<file path="src/rtl/signal_conflict_monitor.sv">
// Safety monitor for the 12-bit lamp bus: latches the first unsafe indication as a fault code and requests flashing red.
// Latency: lamps registered, violation latched one edge later (2 cycles). Never backpressures; fault_cnt is live only with CONFLICT_MON_COUNT_EN.
module signal_conflict_monitor #(
    parameter int MIN_YELLOW     = 4,
    parameter int INVALID_CYCLES = 3,
    parameter int FLASH_DIV      = 8
) (
    input  logic        clock,
    input  logic        reset,
    input  logic [11:0] lamps,
    input  logic        fault_clr,
    output logic        fault,
    output logic [2:0]  fault_code,
    output logic        flash_red,
    output logic [7:0]  fault_cnt
);

    localparam logic [1:0] ST_UNK = 2'd0;
    localparam logic [1:0] ST_RED = 2'd1;
    localparam logic [1:0] ST_GRN = 2'd2;
    localparam logic [1:0] ST_YEL = 2'd3;

    localparam int TW = $clog2(MIN_YELLOW + 1);
    localparam int RW = $clog2(INVALID_CYCLES + 1);
    localparam int FW = $clog2(FLASH_DIV);

    localparam logic [TW-1:0] Y_ONE    = 1;
    localparam logic [TW-1:0] Y_MIN    = TW'(MIN_YELLOW);
    localparam logic [RW-1:0] R_ONE    = 1;
    localparam logic [RW-1:0] RUN_MAX  = RW'(INVALID_CYCLES);
    localparam logic [RW-1:0] RUN_LIM  = RW'(INVALID_CYCLES - 1);
    localparam logic [FW-1:0] F_ONE    = 1;
    localparam logic [FW-1:0] FDIV_END = FW'(FLASH_DIV - 1);

    logic [11:0]         lamps_q;
    logic [2:0][1:0]     st_q;
    logic [2:0][TW-1:0]  ytmr_q;
    logic [3:0][RW-1:0]  run_q;
    logic [FW-1:0]       fdiv_q;

    logic [2:0] is_red, is_yel, is_grn, valid, moving;
    logic [3:0] bad;
    logic       v1, v2, v3, v4, v5, v6, v7;
    logic [2:0] viol_code;
    logic       clear_ok;

    always_comb begin
        is_red = '0;
        is_yel = '0;
        is_grn = '0;
        for (int a = 0; a < 3; a++) begin
            case (lamps_q[11-3*a -: 3])
                3'b100:  is_red[a] = 1'b1;
                3'b010:  is_yel[a] = 1'b1;
                3'b001:  is_grn[a] = 1'b1;
                default: ;
            endcase
        end
        valid  = is_red | is_yel | is_grn;
        moving = is_yel | is_grn;
        // Source 3 is the pedestrian pair: orange and white lit together is not a legal indication.
        bad    = {lamps_q[1] & lamps_q[0], ~valid};

        v1 = (moving[0] & moving[1]) | (moving[0] & moving[2]) | (moving[1] & moving[2]);
        v2 = lamps_q[0] & (|moving);
        v3 = 1'b0;
        v4 = 1'b0;
        v5 = 1'b0;
        for (int a = 0; a < 3; a++) begin
            if (st_q[a] == ST_GRN && is_red[a])                      v3 = 1'b1;
            if (st_q[a] == ST_YEL && is_red[a] && ytmr_q[a] < Y_MIN) v4 = 1'b1;
            if (st_q[a] == ST_YEL && is_grn[a])                      v5 = 1'b1;
        end
        v6 = 1'b0;
        for (int i = 0; i < 4; i++) begin
            if (bad[i] && run_q[i] >= RUN_LIM) v6 = 1'b1;
        end
        v7 = lamps_q[2] & ~is_grn[0];

        if      (v1) viol_code = 3'd1;
        else if (v2) viol_code = 3'd2;
        else if (v3) viol_code = 3'd3;
        else if (v4) viol_code = 3'd4;
        else if (v5) viol_code = 3'd5;
        else if (v6) viol_code = 3'd6;
        else if (v7) viol_code = 3'd7;
        else         viol_code = 3'd0;

        clear_ok = fault & fault_clr & (viol_code == 3'd0);
    end

    always_ff @(posedge clock) begin
        if (reset) begin
            lamps_q    <= '0;
            st_q       <= '{default: ST_UNK};
            ytmr_q     <= '0;
            run_q      <= '0;
            fdiv_q     <= '0;
            fault      <= 1'b0;
            fault_code <= 3'd0;
            flash_red  <= 1'b0;
        end else begin
            lamps_q <= lamps;

            for (int a = 0; a < 3; a++) begin
                if (clear_ok)       st_q[a] <= ST_UNK;
                else if (is_red[a]) st_q[a] <= ST_RED;
                else if (is_yel[a]) st_q[a] <= ST_YEL;
                else if (is_grn[a]) st_q[a] <= ST_GRN;

                if (is_yel[a]) begin
                    if (st_q[a] != ST_YEL)    ytmr_q[a] <= Y_ONE;
                    else if (ytmr_q[a] < Y_MIN) ytmr_q[a] <= ytmr_q[a] + Y_ONE;
                end
            end

            for (int i = 0; i < 4; i++) begin
                if (!bad[i])                run_q[i] <= '0;
                else if (run_q[i] < RUN_MAX) run_q[i] <= run_q[i] + R_ONE;
            end

            if (!fault) begin
                if (viol_code != 3'd0) begin
                    fault      <= 1'b1;
                    fault_code <= viol_code;
                    flash_red  <= 1'b1;
                    fdiv_q     <= '0;
                end
            end else if (clear_ok) begin
                fault      <= 1'b0;
                fault_code <= 3'd0;
                flash_red  <= 1'b0;
                fdiv_q     <= '0;
            end else begin
                // A clear refused by a live violation re-reports that violation.
                if (fault_clr) fault_code <= viol_code;
                if (fdiv_q == FDIV_END) begin
                    fdiv_q    <= '0;
                    flash_red <= ~flash_red;
                end else begin
                    fdiv_q <= fdiv_q + F_ONE;
                end
            end
        end
    end

`ifdef CONFLICT_MON_COUNT_EN
    logic [7:0] cnt_q;

    always_ff @(posedge clock) begin
        if (reset)                                           cnt_q <= 8'd0;
        else if (!fault && viol_code != 3'd0 && cnt_q != 8'hFF) cnt_q <= cnt_q + 8'd1;
    end

    assign fault_cnt = cnt_q;
`else
    assign fault_cnt = 8'h00;
`endif

endmodule

</file>
<file path="config.mk">
export PLATFORM = sky130hd
export DESIGN_NAME = signal_conflict_monitor
export DESIGN_NICKNAME = d
export VERILOG_FILES = /design/src/rtl/signal_conflict_monitor.sv
export SDC_FILE = /design/constraint.sdc
export NUM_CORES = 1
export LEC_CHECK = 0
export ABC_AREA = 1
export BUFFER_PORTS_ARGS = -buffer_cell sky130_fd_sc_hd__buf_2
export CAP_MARGIN = 0
export CORE_ASPECT_RATIO = 0.6
export CORE_MARGIN = 2
export CORE_UTILIZATION = 57
export DETAILED_ROUTE_END_ITERATION = 8
export PLACE_DENSITY = 0.79
export SLEW_MARGIN = 20
export SYNTH_ARGS = -nofsm -noshare
export SYNTH_HDL_FRONTEND = slang
export SYNTH_SLANG_ARGS = --single-unit
</file>
<file path="constraint.sdc">
create_clock -name clock -period 2.4 [get_ports clock]
set_input_delay 0 -clock clock [delete_from_list [all_inputs] [get_ports clock]]
set_output_delay 0 -clock clock [all_outputs]
set_load 0.02 [all_outputs]
</file>
==> reports/qor.csv <==
stage,metric,value,unit
run_status,status,"complete, no violations",
clock_network,H-tree level count,2,
die,Die Ht,52.0,um
timing,min Tclk post-route,2.07,ns
clock_network,"Clk pin slew, worst setup/hold paths",0.08,ns
synth,register area share after synthesis,39.4,%
die,Starting Density,59.4,%
flow_run,Max Cap Viol,0,
critical_path,critical path class,flop to flop,
clock_network,post-CTS resize count,0,
critical_path,crit end category,flop,
timing,final setup fails,0,
die,Top Ports,28,
min_path,Hold Crit Class,input port to flop,
placement,dpl cells,363,
route,Final ANT Viol Nets,0,
cells_and_area,Final #Nets,364,
clock_network,clock sink count,43,
route,routed length per instance,10.7,um
die,die width,83.9,um
clock_network,CTS tree,done,
critical_path,peak fanout along the critical path,6,
critical_path,Worst setup startpoint,run_q[0],
clock_network,CTS Buf Count,5,
synth,library cells used by synthesis,28,
clock_network,Root Buffer,clkbuf_8,
critical_path,arrival time worst endpoint,2.27,ns
route,"wirelength, routed",4.10,mm
synth,cell count after synthesis,300,
synth,number of synthesized register bits,43,
cells_and_area,Layout area overhead,15.7,%
global_route,first-pass GRT wire length,7.07,mm
route,drc violations,0,
placement,PortBufs,19,
clock_network,Clock Path Buffers,2,
timing,RSZ-0062 raised after global routing,no,
synth,top post-synthesis cells by area,"dfxtp_1 39%, nand2_1 7.9%, nor2_1 7.9%",
timing,FMAX,484,MHz
global_route,grt ovf,0,
timing,endpoints failing hold,0,
placement,routability congestion estimate from global placement,0.816,
clock_network,"Clk Latency, worst-skew pair",0.30,ns
min_path,worst hold path startpoint,reset,
power_and_ir_drop,P_leak,1.32,nW
critical_path,Worst Path Required,2.60,ns
die,FP Rows,17,
synth,"area leader, netlist",dfxtp_1,
timing,Worst Skew,0.00401,ns
timing,setup total negative slack,0,ns
cells_and_area,"non-filler cells, final",384,
timing,fin crit share,86.1,%
cells_and_area,diodes inserted,0,
global_route,vias in the first global route,1689,
placement,dpl hpwl,2.97,mm
synth,Synth top area share,39.4,%
route,Vias,1882,
route,DR iter-0 viols,57,
synth,Mapped Avg Cell Area,7.29,sq um
power_and_ir_drop,maximum vdd drop,0.472,mV
synth,Syn Std Cell Area,0.00219,sq mm
global_route,antenna violations before repair,0,
route,via density per instance,4.90,
synth,"Async S/R FF share, synth",0,%
cells_and_area,layout cell share with drive strength beyond 1,15.4,%
clock_network,setup repair bufs after CTS,0,
global_route,GRT Util Overall,21.2,%
critical_path,startpoint types,flop,
route,DR pass1 iterations,4,
synth,Syn. warnings,0,
power_and_ir_drop,power per cell area,655,mW/mm^2
global_route,pin count of the biggest net entering global routing,26,
clock_network,Post-CTS Hold Fix Bufs,13,
critical_path,RR Startpoint,run_q[0],
die,Die ar.,0.00436,sq mm
synth,"EDFF count, synth",0,
timing,Final Slew Violations,0,
synth,Synth Flop Type,dfxtp_1,
die,CORE AREA,0.00368,sq mm
cells_and_area,most frequent cells in the layout,"46 x nor2_1, 46 x nand2_1, 43 x inv_1, 43 x dfxtp_1, 26 x a21oi_1",
[registers in the layout, summed over array words and instances (netlist names)]
signal	flops
ytmr_q	9
flash_red	1
st_q	6
fault	1
lamps_q	12
fdiv_q	3
run_q	8
fault_code	3
[path summary, 6_finish.rpt]
kind | end | slack, ns | depth (start not counted)
worst max-delay path | flash_red | 0.33 | 15
worst min-delay path | flash_red | 0.12 | 4
worst max register to register | flash_red | 0.33 | 15
worst min register to register | ytmr_q[1] | 0.47 | 2
[cell usage after synthesis, types with 3 or more instances]
| master | count |
|---|---|
| nand2_1 | 46 |
| nor2_1 | 46 |
| dfxtp_1 | 43 |
| inv_1 | 43 |
| a21oi_1 | 26 |
| nand3_1 | 20 |
| ha_1 | 13 |
| nand4_1 | 9 |
| buf_4 | 8 |
| nand2_2 | 6 |
| nand3_2 | 6 |
| inv_2 | 5 |
| o21ai_0 | 5 |
| xor2_1 | 4 |
| or2_2 | 3 |
[where the power goes]
part	total, W	internal [W]	switching, W
logic	0.000352	0.000136	0.000216
clock network	0.000488	0.000235	0.000253
registers	0.000817	0.000771	0.0000462
[metal layers]
layer / routed length, um / GRT usage [%]
met5: 0 / 0
met4: 79 / 9.68
met3: 178 / 6.19
met2: 1810 / 36.0
met1: 2040 / 25.3
[stage by stage]
| stage | power (W) | setup WS, ns | hold slack (ns) | util (%) | area [sq um] |
|---|---|---|---|---|---|
| detailed placement | 0.00117 | 0.368 | 0.206 | 62.5 | 2300 |
| global route | 0.00176 | 0.141 | 0.138 | 68.8 | 2530 |
| finish | 0.00166 | 0.334 | 0.123 | 68.8 | 2530 |
| floorplan | 0.00110 | 0.525 | 0.107 | - | 2210 |
| global placement | 0.00116 | 0.408 | 0.200 | 62.5 | 2300 |
| CTS | 0.00168 | 0.331 | 0.126 | 68.8 | 2530 |
[kinds of logic (layout without fill, tap and decap cells)]
| group | Yosys count | in the layout | synth area share (%) |
|---|---|---|---|
| other | 1 | 8 | 0.172 |
| buffers and inverters | 61 | 91 | 11.9 |
| DFF | 43 | 43 | 39.4 |
| AOI/OAI and AO/OA | 34 | 34 | 8.07 |
| adders and majority gates | 13 | 13 | 7.44 |
| xor gates and xnor gates | 4 | 4 | 1.60 |
| and+or+nand+nor | 144 | 144 | 31.4 |
[critical path, cell delays in order (launching register included)]
cell and delay, ns:
dfxtp_1 0.38, inv_1 0.06, ha_1 0.18, or2_2 0.28
nand4_1 0.10, nand2_1 0.07, nor2_2 0.12, nand2_1 0.06
nand2_1 0.07, nand2_2 0.07, nor2_4 0.16, nand4_4 0.15
nand3_2 0.10, nand3_1 0.08, nand2_1 0.06, nor2_1 0.04
[area by class of cell]
type,count,area (sq um)
Fill cell,330,1150
Multi-Input combinational cell,203,1090
Sequential cell,43,861
Timing Repair Buffer,33,233
Inverter,50,188
Clock buffer,6,82.6
Tap cell,47,58.8
Clock inverter,2,16.3
Power figures use the tool's default switching activity.
